==> config.mk <==
export PLATFORM = sky130hd
export DESIGN_NAME = csr_trap_sequencer_flat
export DESIGN_NICKNAME = d
export VERILOG_FILES = /design/src/rtl/csr_pkg.sv /design/src/rtl/csr_trap_sequencer_if.sv /design/src/rtl/csr_trap_target.sv /design/src/rtl/csr_trap_sequencer.sv /design/src/flat_wrapper.sv
export SDC_FILE = /design/constraint.sdc
export NUM_CORES = 1
export LEC_CHECK = 0
export CORE_MARGIN = 5
export CORE_UTILIZATION = 30
export DETAILED_ROUTE_END_ITERATION = 8
export HOLD_SLACK_MARGIN = 0.1
export PLACE_DENSITY = 0.63
export SLEW_MARGIN = 0
export SYNTH_ARGS = -nofsm -noshare
export SYNTH_HDL_FRONTEND = slang
export SYNTH_SLANG_ARGS = --single-unit
==> constraint.sdc <==
create_clock -name CLK -period 9.7 [get_ports CLK]
set_input_delay 1.94 -clock CLK [delete_from_list [all_inputs] [get_ports CLK]]
set_output_delay 1.94 -clock CLK [all_outputs]
set_load 0.1 [all_outputs]
==> src/rtl/csr_pkg.sv <==
// Shared CSR definitions for the trap/MRET sequencer: CSR addresses,
// mstatus field positions, FSM state encoding and mstatus update helpers.
package csr_pkg;

  localparam int unsigned CSR_AW = 12;
  localparam int unsigned CSR_DW = 32;

  localparam logic [CSR_AW-1:0] CSR_MSTATUS = 12'h300;
  localparam logic [CSR_AW-1:0] CSR_MTVEC   = 12'h305;
  localparam logic [CSR_AW-1:0] CSR_MEPC    = 12'h341;
  localparam logic [CSR_AW-1:0] CSR_MCAUSE  = 12'h342;
  localparam logic [CSR_AW-1:0] CSR_MTVAL   = 12'h343;

  localparam int unsigned MSTATUS_MIE    = 3;
  localparam int unsigned MSTATUS_MPIE   = 7;
  localparam int unsigned MSTATUS_MPP_LO = 11;
  localparam int unsigned MSTATUS_MPP_HI = 12;

  typedef enum logic [2:0] {
    IDLE,
    T_MEPC,
    T_MCAUSE,
    T_MTVAL,
    T_MSTATUS,
    R_MSTATUS,
    JUMP
  } state_e;

  // mstatus on trap entry: stack MIE into MPIE, disable interrupts, MPP = M
  function automatic logic [CSR_DW-1:0] trap_mstatus(input logic [CSR_DW-1:0] ms);
    logic [CSR_DW-1:0] r;
    r = ms;
    r[MSTATUS_MPIE] = ms[MSTATUS_MIE];
    r[MSTATUS_MIE]  = 1'b0;
    r[MSTATUS_MPP_HI:MSTATUS_MPP_LO] = 2'b11;
    return r;
  endfunction

  // mstatus on MRET: restore MIE from MPIE, set MPIE, MPP stays M
  function automatic logic [CSR_DW-1:0] mret_mstatus(input logic [CSR_DW-1:0] ms);
    logic [CSR_DW-1:0] r;
    r = ms;
    r[MSTATUS_MIE]  = ms[MSTATUS_MPIE];
    r[MSTATUS_MPIE] = 1'b1;
    r[MSTATUS_MPP_HI:MSTATUS_MPP_LO] = 2'b11;
    return r;
  endfunction

endpackage

==> src/rtl/csr_trap_sequencer_if.sv <==
// Request/CSR-write/pipeline-control bundle between the pipeline, the
// CSR file and csr_trap_sequencer.
interface csr_trap_sequencer_if #(
  parameter int unsigned ADDR_WIDTH = 12,
  parameter int unsigned DATA_WIDTH = 32
);
  logic                  PIPE_WREN;
  logic [ADDR_WIDTH-1:0] PIPE_WADDR;
  logic [DATA_WIDTH-1:0] PIPE_WDATA;
  logic                  TRAP_EN;
  logic [DATA_WIDTH-1:0] TRAP_CAUSE;
  logic [DATA_WIDTH-1:0] TRAP_PC;
  logic [DATA_WIDTH-1:0] TRAP_TVAL;
  logic                  MRET_EN;
  logic [DATA_WIDTH-1:0] MSTATUS_IN;
  logic [DATA_WIDTH-1:0] MTVEC_IN;
  logic [DATA_WIDTH-1:0] MEPC_IN;
  logic                  WREN;
  logic [ADDR_WIDTH-1:0] WADDR;
  logic [DATA_WIDTH-1:0] WDATA;
  logic                  STALL;
  logic                  FLUSH;
  logic                  JUMP_EN;
  logic [DATA_WIDTH-1:0] JUMP_PC;
  logic                  BUSY;

  modport master (
    output PIPE_WREN, PIPE_WADDR, PIPE_WDATA, TRAP_EN, TRAP_CAUSE, TRAP_PC, TRAP_TVAL,
           MRET_EN, MSTATUS_IN, MTVEC_IN, MEPC_IN,
    input  WREN, WADDR, WDATA, STALL, FLUSH, JUMP_EN, JUMP_PC, BUSY
  );

  modport slave (
    input  PIPE_WREN, PIPE_WADDR, PIPE_WDATA, TRAP_EN, TRAP_CAUSE, TRAP_PC, TRAP_TVAL,
           MRET_EN, MSTATUS_IN, MTVEC_IN, MEPC_IN,
    output WREN, WADDR, WDATA, STALL, FLUSH, JUMP_EN, JUMP_PC, BUSY
  );
endinterface

==> src/rtl/csr_trap_target.sv <==
// Trap redirect target from mtvec and mcause: vectored for interrupts when
// mtvec mode is 01, otherwise the direct base address.
module csr_trap_target
  import csr_pkg::*;
(
  input  logic [CSR_DW-1:0] mtvec,
  input  logic [CSR_DW-1:0] cause,
  output logic [CSR_DW-1:0] target_c
);
  logic [CSR_DW-1:0] base;
  logic [CSR_DW-1:0] vec_off;

  always_comb begin
    base    = {mtvec[CSR_DW-1:2], 2'b00};
    vec_off = {1'b0, cause[CSR_DW-2:0]} << 2;
    if (mtvec[1:0] == 2'b01 && cause[CSR_DW-1]) target_c = base + vec_off;
    else                                         target_c = base;
  end
endmodule

==> src/rtl/csr_trap_sequencer.sv <==
// Arbitrates the machine-mode CSR write port between pipeline writes and the
// trap-entry / MRET sequences. Define CSR_TRAP_MTVAL_EN to include the mtval write.
module csr_trap_sequencer
  import csr_pkg::*;
#(
  parameter int unsigned ADDR_WIDTH = 12,
  parameter int unsigned DATA_WIDTH = 32
) (
  input logic                CLK,
  input logic                RST,
  csr_trap_sequencer_if.slave bus
);
  state_e                state_q, state_d;
  logic [DATA_WIDTH-1:0] cause_q, cause_d, pc_q, pc_d;
  logic [DATA_WIDTH-1:0] mstatus_q, mstatus_d, mtvec_q, mtvec_d, mepc_q, mepc_d;
  logic                  mret_q, mret_d;
  logic                  wren_q, wren_d;
  logic [ADDR_WIDTH-1:0] waddr_q, waddr_d;
  logic [DATA_WIDTH-1:0] wdata_q, wdata_d;
  logic                  stall_q, stall_d, flush_q, flush_d;
  logic                  jump_en_q, jump_en_d, busy_q, busy_d;
  logic [DATA_WIDTH-1:0] jump_pc_q, jump_pc_d;
  logic [DATA_WIDTH-1:0] trap_target_c;
`ifdef CSR_TRAP_MTVAL_EN
  logic [DATA_WIDTH-1:0] tval_q, tval_d;
`else
  logic unused_tval;
  assign unused_tval = ^bus.TRAP_TVAL;
`endif

  csr_trap_target u_target (
    .mtvec    (mtvec_q),
    .cause    (cause_q),
    .target_c (trap_target_c)
  );

  // Outputs are computed for the state being entered so they line up with state_q
  always_comb begin
    state_d   = state_q;
    cause_d   = cause_q;
    pc_d      = pc_q;
    mstatus_d = mstatus_q;
    mtvec_d   = mtvec_q;
    mepc_d    = mepc_q;
    mret_d    = mret_q;
`ifdef CSR_TRAP_MTVAL_EN
    tval_d    = tval_q;
`endif
    wren_d    = 1'b0;
    waddr_d   = '0;
    wdata_d   = '0;
    flush_d   = 1'b0;
    jump_en_d = 1'b0;
    jump_pc_d = '0;

    case (state_q)
      IDLE: begin
        if (bus.TRAP_EN) begin
          state_d   = T_MEPC;
          cause_d   = bus.TRAP_CAUSE;
          pc_d      = bus.TRAP_PC;
          mstatus_d = bus.MSTATUS_IN;
          mtvec_d   = bus.MTVEC_IN;
          mret_d    = 1'b0;
`ifdef CSR_TRAP_MTVAL_EN
          tval_d    = bus.TRAP_TVAL;
`endif
        end else if (bus.MRET_EN) begin
          state_d   = R_MSTATUS;
          mstatus_d = bus.MSTATUS_IN;
          mepc_d    = bus.MEPC_IN;
          mret_d    = 1'b1;
        end
      end
      T_MEPC: state_d = T_MCAUSE;
`ifdef CSR_TRAP_MTVAL_EN
      T_MCAUSE: state_d = T_MTVAL;
      T_MTVAL:  state_d = T_MSTATUS;
`else
      T_MCAUSE: state_d = T_MSTATUS;
`endif
      T_MSTATUS, R_MSTATUS: state_d = JUMP;
      default:  state_d = IDLE;
    endcase

    case (state_d)
      IDLE: begin
        if (state_q == IDLE && bus.PIPE_WREN) begin
          wren_d  = 1'b1;
          waddr_d = bus.PIPE_WADDR;
          wdata_d = bus.PIPE_WDATA;
        end
      end
      T_MEPC: begin
        wren_d  = 1'b1;
        waddr_d = ADDR_WIDTH'(CSR_MEPC);
        wdata_d = pc_d & ~DATA_WIDTH'(3);
      end
      T_MCAUSE: begin
        wren_d  = 1'b1;
        waddr_d = ADDR_WIDTH'(CSR_MCAUSE);
        wdata_d = cause_d;
      end
`ifdef CSR_TRAP_MTVAL_EN
      T_MTVAL: begin
        wren_d  = 1'b1;
        waddr_d = ADDR_WIDTH'(CSR_MTVAL);
        wdata_d = tval_d;
      end
`endif
      T_MSTATUS: begin
        wren_d  = 1'b1;
        waddr_d = ADDR_WIDTH'(CSR_MSTATUS);
        wdata_d = DATA_WIDTH'(trap_mstatus(CSR_DW'(mstatus_d)));
      end
      R_MSTATUS: begin
        wren_d  = 1'b1;
        waddr_d = ADDR_WIDTH'(CSR_MSTATUS);
        wdata_d = DATA_WIDTH'(mret_mstatus(CSR_DW'(mstatus_d)));
      end
      JUMP: begin
        flush_d   = 1'b1;
        jump_en_d = 1'b1;
        jump_pc_d = mret_d ? mepc_d : trap_target_c;
      end
      default: ;
    endcase

    stall_d = (state_d != IDLE);
    busy_d  = (state_d != IDLE);
  end

  always_ff @(posedge CLK or posedge RST) begin
    if (RST) begin
      state_q   <= IDLE;
      cause_q   <= '0;
      pc_q      <= '0;
      mstatus_q <= '0;
      mtvec_q   <= '0;
      mepc_q    <= '0;
      mret_q    <= 1'b0;
`ifdef CSR_TRAP_MTVAL_EN
      tval_q    <= '0;
`endif
      wren_q    <= 1'b0;
      waddr_q   <= '0;
      wdata_q   <= '0;
      stall_q   <= 1'b0;
      flush_q   <= 1'b0;
      jump_en_q <= 1'b0;
      jump_pc_q <= '0;
      busy_q    <= 1'b0;
    end else begin
      state_q   <= state_d;
      cause_q   <= cause_d;
      pc_q      <= pc_d;
      mstatus_q <= mstatus_d;
      mtvec_q   <= mtvec_d;
      mepc_q    <= mepc_d;
      mret_q    <= mret_d;
`ifdef CSR_TRAP_MTVAL_EN
      tval_q    <= tval_d;
`endif
      wren_q    <= wren_d;
      waddr_q   <= waddr_d;
      wdata_q   <= wdata_d;
      stall_q   <= stall_d;
      flush_q   <= flush_d;
      jump_en_q <= jump_en_d;
      jump_pc_q <= jump_pc_d;
      busy_q    <= busy_d;
    end
  end

  assign bus.WREN    = wren_q;
  assign bus.WADDR   = waddr_q;
  assign bus.WDATA   = wdata_q;
  assign bus.STALL   = stall_q;
  assign bus.FLUSH   = flush_q;
  assign bus.JUMP_EN = jump_en_q;
  assign bus.JUMP_PC = jump_pc_q;
  assign bus.BUSY    = busy_q;

endmodule

==> src/flat_wrapper.sv <==
// flat-port wrapper written by rule: the top's interface ports become plain ports
module csr_trap_sequencer_flat import csr_pkg::*;
#(
  parameter int unsigned ADDR_WIDTH = 12,
  parameter int unsigned DATA_WIDTH = 32
)
  (CLK, RST, bus_PIPE_WREN, bus_PIPE_WADDR, bus_PIPE_WDATA, bus_TRAP_EN, bus_TRAP_CAUSE, bus_TRAP_PC, bus_TRAP_TVAL, bus_MRET_EN, bus_MSTATUS_IN, bus_MTVEC_IN, bus_MEPC_IN, bus_WREN, bus_WADDR, bus_WDATA, bus_STALL, bus_FLUSH, bus_JUMP_EN, bus_JUMP_PC, bus_BUSY);
  csr_trap_sequencer_if #(.ADDR_WIDTH(ADDR_WIDTH), .DATA_WIDTH(DATA_WIDTH)) bus_i ();
  input logic CLK;
  input logic RST;
  input wire logic [$bits(bus_i.PIPE_WREN)-1:0] bus_PIPE_WREN;
  input wire logic [$bits(bus_i.PIPE_WADDR)-1:0] bus_PIPE_WADDR;
  input wire logic [$bits(bus_i.PIPE_WDATA)-1:0] bus_PIPE_WDATA;
  input wire logic [$bits(bus_i.TRAP_EN)-1:0] bus_TRAP_EN;
  input wire logic [$bits(bus_i.TRAP_CAUSE)-1:0] bus_TRAP_CAUSE;
  input wire logic [$bits(bus_i.TRAP_PC)-1:0] bus_TRAP_PC;
  input wire logic [$bits(bus_i.TRAP_TVAL)-1:0] bus_TRAP_TVAL;
  input wire logic [$bits(bus_i.MRET_EN)-1:0] bus_MRET_EN;
  input wire logic [$bits(bus_i.MSTATUS_IN)-1:0] bus_MSTATUS_IN;
  input wire logic [$bits(bus_i.MTVEC_IN)-1:0] bus_MTVEC_IN;
  input wire logic [$bits(bus_i.MEPC_IN)-1:0] bus_MEPC_IN;
  output wire logic [$bits(bus_i.WREN)-1:0] bus_WREN;
  output wire logic [$bits(bus_i.WADDR)-1:0] bus_WADDR;
  output wire logic [$bits(bus_i.WDATA)-1:0] bus_WDATA;
  output wire logic [$bits(bus_i.STALL)-1:0] bus_STALL;
  output wire logic [$bits(bus_i.FLUSH)-1:0] bus_FLUSH;
  output wire logic [$bits(bus_i.JUMP_EN)-1:0] bus_JUMP_EN;
  output wire logic [$bits(bus_i.JUMP_PC)-1:0] bus_JUMP_PC;
  output wire logic [$bits(bus_i.BUSY)-1:0] bus_BUSY;
  assign bus_i.PIPE_WREN = bus_PIPE_WREN;
  assign bus_i.PIPE_WADDR = bus_PIPE_WADDR;
  assign bus_i.PIPE_WDATA = bus_PIPE_WDATA;
  assign bus_i.TRAP_EN = bus_TRAP_EN;
  assign bus_i.TRAP_CAUSE = bus_TRAP_CAUSE;
  assign bus_i.TRAP_PC = bus_TRAP_PC;
  assign bus_i.TRAP_TVAL = bus_TRAP_TVAL;
  assign bus_i.MRET_EN = bus_MRET_EN;
  assign bus_i.MSTATUS_IN = bus_MSTATUS_IN;
  assign bus_i.MTVEC_IN = bus_MTVEC_IN;
  assign bus_i.MEPC_IN = bus_MEPC_IN;
  assign bus_WREN = bus_i.WREN;
  assign bus_WADDR = bus_i.WADDR;
  assign bus_WDATA = bus_i.WDATA;
  assign bus_STALL = bus_i.STALL;
  assign bus_FLUSH = bus_i.FLUSH;
  assign bus_JUMP_EN = bus_i.JUMP_EN;
  assign bus_JUMP_PC = bus_i.JUMP_PC;
  assign bus_BUSY = bus_i.BUSY;
  csr_trap_sequencer #(.ADDR_WIDTH(ADDR_WIDTH), .DATA_WIDTH(DATA_WIDTH)) u_core (.CLK(CLK), .RST(RST), .bus(bus_i));
endmodule
==> results of run 1 <==
-- final cells by class --
type                       instances  area share, %
antenna                            1         0.0177
clock buffer                      35           5.20
clock inverter                    12          0.911
inverter                          23          0.664
multi-input combinational        709           31.8
sequential                       208           36.8
tap                              448           3.96
timing repair buffer             294           20.7
-- through the flow --
| stage | util (%) | total power (µW) | hold slack [ns] | instance area, µm² |
|---|---|---|---|---|
| finish | 42.3 | 5560 | 0.480 | 14100 |
| global route | 42.3 | 5890 | 0.505 | 14100 |
| CTS | 42.3 | 5600 | 0.481 | 14100 |
| detailed placement | 39.7 | 4600 | 0.467 | 13300 |
| global placement | 39.7 | 4540 | 0.461 | 13300 |
| floorplan | - | 3750 | 0.446 | 10100 |
-- sequential cells by signal (all words and copies together), names as in the netlist --
name and flops:
u_core.mtvec_q 32, u_core.bus.JUMP_PC 32, u_core.bus.WDATA 32, u_core.bus.STALL 1
u_core.bus.WREN 1, u_core.bus.WADDR 12, u_core.cause_q 32, u_core.bus.FLUSH 1
u_core.mret_q 1, u_core.mepc_q 32, u_core.state_q 3, u_core.mstatus_q 29
-- power groups by stage --
stage | Clock (µW) | Combinational [µW] | Sequential (µW)
final | 974 | 3080 | 1500
after global routing | 1030 | 3310 | 1540
after CTS | 1000 | 3090 | 1510
after detailed placement | 0 | 3080 | 1520
after global placement | 0 | 3030 | 1510
after floorplan | 0 | 1550 | 2200
-- worst max-delay path, stage by stage --
cell and delay [ns]:
clkdlybuf4s50_1 0.54, nand2_2 0.05, buf_4 0.22, o21ai_2 0.08, buf_4 0.36, inv_1 0.43, buf_4 0.34, nor2_1 0.40
nand3_1 0.21, a31oi_1 0.23
-- worst min path at each step --
stage                          from                   end  slack (ns)  cells past startpoint
6_report       u_core.mstatus_q[30]  u_core.mstatus_q[30]        0.48                      2
5_1_grt           u_core.mepc_q[23]     u_core.mepc_q[23]        0.51                      1
4_1_cts        u_core.mstatus_q[30]  u_core.mstatus_q[30]        0.48                      2
3_5_place_dp   u_core.mstatus_q[30]  u_core.mstatus_q[30]        0.47                      2
3_3_place_gp   u_core.mstatus_q[30]  u_core.mstatus_q[30]        0.46                      2
2_1_floorplan    u_core.cause_q[30]    u_core.cause_q[30]        0.45                      2
-- layout by cell type (no fill, tap or decap), types with 10 or more instances in the layout --
cell             instances
o211ai_1                18
a32oi_1                 13
mux2_2                  49
o21ai_0                 33
a21oi_1                 55
nand2_1                266
nor2_1                  29
inv_1                   22
clkbuf_16               27
nand3_1                 29
a21o_1                  10
ha_1                    29
and2_1                  10
dfrtp_1                208
a32o_1                  13
a221o_1                 18
clkdlybuf4s50_1        285
xor2_1                  12
mux2i_1                 13
-- cell families (layout without fill, tap and decap cells) --
group	Yosys count	after routing
flops	208	208
simple gates	381	381
other cells	0	1
compound gates	215	215
fa+ha+maj	30	30
mux	63	63
buf+inv	96	364
xor+xnor	20	20
-- per-layer routing --
layer	global-route usage [%]	wire length, µm
met1	24.5	15400
met2	28.9	16200
met3	4.03	2370
met4	5.53	1150
met5	0	62
==> run_results.csv, run 1 <==
group,metric,value,unit
floorplan,die-area,37500,µm²
setup_path,endpoint_kind,"flop",
setup_path,worstPathArrival,4.83,ns
synth,postSynthAreaPerCell,9.99,µm²
synth,synth_edf_count,0,
cells_and_area,final_net_count,1533,
pwr,power.switching,2750,µW
pwr,irDropWorstVdd,0.214,mV
placement,dp_cells,1682,
hold_path,min_path_type,"flop to flop",
floorplan,die_width,194,µm
clock_network,clockBufferDepth,3,
global_route,grt_pass1_wl,53.7,mm
pwr,internal-power,2810,µW
routing,drt-total-wl,35.2,mm
timing,setup_viol,0,
cells_and_area,area_growth,39.7,%
clock_network,cts_setup_buffers,0,
cells_and_area,final_cells,1730,
placement,portBuffers,285,
synth,syn_area,10100,µm²
synth,synth_area_leader_cell,"dfrtp_1",
cells_and_area,drive_gt1_share,10.5,%
synth,synth_compound_area_share,15.5,%
setup_path,ff2ff_path_depth,10,
routing,dr.pass1.iters,5,
timing,maxSlewViolCount,0,
timing,period_share,45.5,%
pwr,pwr-share-comb,55.5,%
pwr,pwr-share-seq,27.0,%
setup_path,crit_path_start,"bus_TRAP_EN",
timing,worst_pin_slew,1.16,ns
routing,vias,8569,
global_route,grt_remaining_overflow,0,
clock_network,clock-sinks,208,
synth,ys_ff_latch,208,
timing,final_hold_viol_count,0,
cells_and_area,fillers,3263,
pwr,p_leak,0.00623,µW
setup_path,critPathLaunchType,"primary input",
timing,timing.setup.tns,0,ns
clock_network,cts_buffers,26,
synth,yosysWarnings,0,
synth,synthMuxAreaShare,6.89,%
synth,synth_top_family_by_area,"simple AND/OR/NAND/NOR gates",
routing,drc,0,
clock_network,ctsHtreeMaxLevel,1,
floorplan,rows,67,
cells_and_area,multi_input_area,4490,µm²
synth,yosys.area_share.simple,16.3,%
global_route,grt_use_total,18.0,%
routing,wl_per_cell,20.4,µm
routing,drtAntennaViolNets,0,
cells_and_area,register_area,5200,µm²
synth,synthCells,1013,
synth,synth_xor_area_share,1.81,%
pwr,clkPwrFrac,17.5,%
setup_path,crit_path_end,"u_core.bus.JUMP_PC[25]",
placement,dp_hpwl,25.5,mm
global_route,grt_max_degree,131,
global_route,grt_pass1_vias,8818,
setup_path,r2r_slack,6.47,ns
routing,via_per_inst,4.95,
pwr,power_density,393,nW/µm²
floorplan,num_io_pins,322,
synth,yosysTopAreaCellShare,51.4,%
setup_path,crit_type,"primary input to flop",
clock_network,ctsHoldBuffers,0,
synth,synthDistinctLibCells,72,
routing,drtIter0Drc,546,
synth,synth_common_cells,"267 x nand2_1, 208 x dfrtp_1, 55 x a21oi_1",
synth,synth.area.top_cells,"dfrtp_1 51%, nand2_1 9.9%, mux2_2 5.5%",
placement,gp_congestion,0.875,
setup_path,timing.rr.start,"u_core.state_q[1]",
pwr,p_sw_share,49.5,%
run_status,outcome,"finished clean",
synth,synthAdderAreaFrac,3.78,%
floorplan,initial_core_util,30.3,%
synth,syn_nets,1284,
clock_network,clock_latency,0.52,ns
clock_network,path_clk_slew,0.06,ns
clock_network,post_cts_resized,0,
floorplan,design.core.area,33400,µm²
global_route,antenna_found_initial,6,
clock_network,cts_tree,"done",
floorplan,die_y,194,µm
setup_path,cp_max_fo,36,
clock_network,root_buffer,"clkbuf_16",
flow_run,maxCapViolCount,0,
timing,rsz0062_at_grt,"false",
synth,ys_seq_area_share,51.4,%
timing,period_minus_slack,4.41,ns
synth,yosysMostFrequentCell,"nand2_1",
timing,skew,0.0129,ns
setup_path,rr_endpoint,"u_core.bus.JUMP_PC[25]",
setup_path,timing.critical_path.required,10.12,ns
timing,max_slew_margin,22.4,%
synth,ys.flop_type,"dfrtp_1",
placement,pre_cts_ws,4.74,ns
synth,synth-async-reset-ratio,100,%
timing,max_freq,227,MHz
timing,worst_slack,5.29,ns
Note: power is estimated with default switching activity, not from simulation.
==> run 2: changes to the inputs <==
- clock period: 9.7 -> 4.3 ns (I/O delays scaled with it)
==> run_results.csv, run 2 (synthesized netlist as in run 1, its figures left out) <==
group,metric,value,unit
run_status,outcome,"finished clean",
clock_network,cts_tree,"done",
routing,vias,8494,
placement,dp_cells,1690,
placement,place_area,13300,µm²
clock_network,clock-sinks,208,
clock_network,cts_setup_buffers,0,
floorplan,die_y,194,µm
timing,timing.setup.tns,0,ns
cells_and_area,final_cells,1739,
timing,final_hold_viol_count,0,
timing,period_minus_slack,2.92,ns
floorplan,die_width,194,µm
cells_and_area,finalInstanceArea,14300,µm²
clock_network,path_clk_slew,0.06,ns
global_route,grt_remaining_overflow,0,
placement,portBuffers,285,
routing,dr.pass1.iters,5,
timing,period_share,67.9,%
clock_network,clockBufferDepth,3,
routing,via_per_inst,4.88,
pwr,p_leak,0.00629,µW
floorplan,die-area,37500,µm²
routing,drtIter0Drc,638,
global_route,grt_max_degree,66,
cells_and_area,area_growth,40.9,%
clock_network,clock_latency,0.53,ns
pwr,irDropWorstVdd,0.417,mV
timing,worst_pin_slew,1.08,ns
cells_and_area,mostFrequentLayoutCell,"clkdlybuf4s50_1",
setup_path,cp_max_fo,1,
global_route,grt_pass1_vias,8610,
routing,drt-total-wl,35.2,mm
routing,wl_per_cell,20.3,µm
cells_and_area,final_net_count,1541,
setup_path,crit_type,"flop to primary output",
floorplan,num_io_pins,322,
global_route,grt_pass1_wl,53.5,mm
setup_path,path_cells,"clkdlybuf4s50_1",
pwr,power_density,886,nW/µm²
placement,pre_cts_ws,1.05,ns
clock_network,ctsHtreeMaxLevel,1,
placement,gp_congestion,0.899,
timing,worst_slack,1.38,ns
cells_and_area,fin_util,42.6,%
timing,maxSlewViolCount,0,
clock_network,ctsHoldBuffers,0,
clock_network,post_cts_resized,0,
setup_path,path_buf_inv,1,
hold_path,hold_depth,2,
hold_path,min_path_type,"flop to flop",
timing,max_slew_margin,28.2,%
timing,max_freq,343,MHz
timing,setup_viol,0,
setup_path,critPathMaxStageDelay,1.15,ns
floorplan,rows,67,
global_route,antenna_found_initial,6,
setup_path,cpLargestDelayFamily,"buffers and inverters",
setup_path,endpoint_kind,"primary output",
global_route,grt_use_total,18.0,%
routing,drtAntennaViolNets,0,
setup_path,cp_num_cells,1,
setup_path,critPathLaunchType,"flop",
setup_path,timing.critical_path.required,3.44,ns
flow_run,maxCapViolCount,0,
clock_network,root_buffer,"clkbuf_16",
setup_path,slowest_stage,"clkdlybuf4s50_1",
timing,skew,0.0172,ns
floorplan,design.core.area,33400,µm²
setup_path,ff2ff_path_depth,11,
cells_and_area,drive_gt1_share,11.4,%
routing,drc,0,
clock_network,cts_buffers,26,
timing,rsz0062_at_grt,"false",
setup_path,worstPathArrival,2.06,ns
floorplan,initial_core_util,30.3,%
placement,dp_hpwl,26.1,mm
cells_and_area,most-common-layout-cells,"285 x clkdlybuf4s50_1, 266 x nand2_1, 208 x dfrtp_1, 55 x a21oi_1, 49 x mux2_2",
cells_and_area,fillers,3221,
==> run 2: layer usage <==
layer  wire, µm  vias up  track usage, %
met5         68        -               0
met4       1220       10            5.82
met3       2640       65            4.78
met2      16300      292            28.7
met1      15000     4078            24.1
li1           -     4049               -
==> run 2: metrics by stage <==
stage               total power, µW  hold WS [ns]
floorplan                      8450         0.446
global placement              10300         0.461
detailed placement            10400         0.467
CTS                           12700         0.481
global route                  13400         0.504
finish                        12600         0.482
==> run 2: path summary, 6_finish.rpt <==
kind                                        start  slack, ns                      to
max                        u_core.bus.JUMP_PC[15]       1.38         bus_JUMP_PC[15]
min                            u_core.cause_q[30]       0.48      u_core.cause_q[30]
max reg2reg                     u_core.cause_q[0]       1.41  u_core.bus.JUMP_PC[30]
min reg2reg                    u_core.cause_q[30]       0.48      u_core.cause_q[30]
max in group asynchronous                     RST       2.40     u_core.bus.WADDR[6]
min in group asynchronous                     RST       0.93    u_core.bus.WDATA[26]
==> run 2: area by class of cell <==
class                      count  area (µm²)  area share [%]
antenna                        1        2.50          0.0175
clock buffer                  34         752            5.27
clock inverter                14         158            1.11
inverter                      23        90.1           0.632
multi-input combinational    709        4490            31.5
sequential                   208        5200            36.5
tap                          448         561            3.93
timing repair buffer         302        3010            21.1
==> run 2: power breakdown <==
part	total (µW)	leakage, µW	switching, µW	internal, µW
Combinational	6970	0.00323	4760	2210
Sequential	3380	0.00262	560	2820
Clock	2290	0.000450	880	1410
==> run 3: changes to the inputs <==
- clock period: 4.3 -> 2.9 ns (I/O delays scaled with it)
==> run_results.csv, run 3 (synthesized netlist as in run 1, its figures left out) <==
group,metric,value,unit
run_status,outcome,"finished clean",
cells_and_area,fillers,3281,
cells_and_area,most-common-layout-cells,"266 x nand2_1, 208 x dfrtp_1, 204 x clkdlybuf4s50_1, 104 x buf_4, 55 x a21oi_1",
hold_path,hold_depth,2,
timing,period_share,92.8,%
clock_network,cts_tree,"done",
cells_and_area,drive_gt1_share,18.4,%
routing,via_per_inst,4.86,
placement,portBuffers,285,
setup_path,crit_type,"flop to flop",
floorplan,num_io_pins,322,
routing,drc,0,
placement,dp_hpwl,26.2,mm
cells_and_area,area_growth,40.0,%
timing,setup_viol,0,
clock_network,clock_latency,0.53,ns
clock_network,cts_buffers,25,
cells_and_area,register_area,5200,µm²
floorplan,initial_core_util,30.3,%
cells_and_area,mostFrequentLayoutCell,"nand2_1",
global_route,grt_pass1_wl,53.0,mm
cells_and_area,multi_input_area,4500,µm²
floorplan,die_width,194,µm
timing,rsz0062_at_grt,"false",
cells_and_area,final_net_count,1552,
routing,wl_per_cell,19.9,µm
routing,drtAntennaViolNets,0,
pwr,irDropWorstVdd,0.602,mV
clock_network,root_buffer,"clkbuf_16",
global_route,grt_use_total,17.8,%
pwr,power,18700,µW
setup_path,ff2ff_path_depth,11,
clock_network,clockBufferDepth,3,
setup_path,timing.rr.start,"u_core.mtvec_q[2]",
timing,worst_slack,0.208,ns
setup_path,cp_max_fo,4,
global_route,grt_remaining_overflow,0,
timing,period_minus_slack,2.69,ns
placement,pre_cts_ws,0.153,ns
setup_path,endpoint_kind,"flop",
clock_network,ctsHtreeMaxLevel,1,
setup_path,timing.critical_path.required,3.31,ns
timing,final_hold_viol_count,0,
floorplan,design.core.area,33400,µm²
floorplan,die-area,37500,µm²
placement,gp_congestion,0.876,
timing,max_freq,371,MHz
pwr,power_density,1320,nW/µm²
clock_network,path_clk_slew,0.06,ns
setup_path,crit_path_start,"u_core.mtvec_q[2]",
routing,dr.pass1.iters,4,
clock_network,clock-sinks,208,
hold_path,min_from,"u_core.mtvec_q[1]",
timing,skew,0.00964,ns
clock_network,ctsHoldBuffers,0,
routing,drt-total-wl,34.9,mm
global_route,antenna_found_initial,10,
hold_path,min_path_type,"flop to flop",
timing,worst_pin_slew,0.808,ns
global_route,grt_max_degree,97,
routing,vias,8493,
pwr,p_leak,0.00646,µW
floorplan,rows,67,
routing,drtIter0Drc,479,
setup_path,critPathLaunchType,"flop",
global_route,grt_pass1_vias,8857,
flow_run,maxCapViolCount,0,
setup_path,worstPathArrival,3.10,ns
floorplan,die_y,194,µm
timing,max_slew_margin,46.1,%
timing,maxSlewViolCount,0,
[run 3: cell count changes in the layout (fill, tap and decap cells not counted), sizes merged, moves of 2 or more]
cell,before,now
buf,17,110
clkbuf,34,29
clkdlybuf4s50,285,204
clkinv,8,5
clkinvlp,3,5
diode,1,3
[run 3: per-layer routing]
metal	global-route usage (%)	part of all wire, %	up-vias
met2	27.9	46	271
li1	-	-	4078
met1	24.1	44	4055
met3	4.14	6.3	77
met4	6.66	3.8	12
met5	0	0.21	-
[run 3: layout make-up]
cell class / count / share of cell area [%]
timing repair buffer: 314 / 20.8
sequential: 208 / 36.7
clock buffer: 29 / 4.73
clock inverter: 15 / 1.39
tap: 448 / 3.96
antenna: 3 / 0.0530
inverter: 23 / 0.636
multi-input combinational: 709 / 31.7
[run 3: worst paths after layout]
| check | endpoint | slack (ns) |
|---|---|---|
| hold / removal | u_core.mtvec_q[1] | 0.48 |
| max in group asynchronous | u_core.mtvec_q[14] | 1.83 |
| hold reg to reg | u_core.mtvec_q[1] | 0.48 |
| setup reg to reg | u_core.bus.JUMP_PC[30] | 0.21 |
| min in group asynchronous | u_core.mstatus_q[0] | 0.58 |
| setup / recovery | u_core.bus.JUMP_PC[30] | 0.21 |
[run 3: repair_timing]
action	in CTS	in global routing
endpoints found under the setup margin	0	2
gates resized for setup	0	2
buffers inserted	0	1
[run 3: power by group]
group | internal [µW] | switching, µW | leakage [µW] | total, µW
Sequential | 4180 | 851 | 0.00262 | 5030
Clock | 2010 | 1280 | 0.000417 | 3290
Combinational | 3290 | 7110 | 0.00343 | 10400
Total | 9480 | 9240 | 0.00646 | 18700
[run 3: worst max-delay path, stage by stage, from the launching register on]
cell	delay, ns
dfrtp_1	0.38
ha_2	0.22
inv_1	0.06
fa_1	0.40
nand2b_1	0.19
a21oi_2	0.21
o211ai_1	0.13
nand4_2	0.16
o2111ai_2	0.18
o21ai_2	0.19
xnor2_1	0.09
a2111oi_2	0.38
[run 3: through the flow]
| stage | hold slack, ns | util [%] | TNS [ns] | instance area [µm²] | cells |
|---|---|---|---|---|---|
| after floorplan | 0.446 | - | -79.09 | 10100 | 1013 |
| after global placement | 0.462 | 39.7 | 0 | 13300 | 1701 |
| after detailed placement | 0.464 | 39.7 | 0 | 13300 | 1701 |
| after CTS | 0.477 | 42.3 | 0 | 14100 | 1745 |
| after global routing | 0.500 | 42.4 | 0 | 14200 | 1749 |
| final | 0.483 | 42.4 | 0 | 14200 | 1749 |
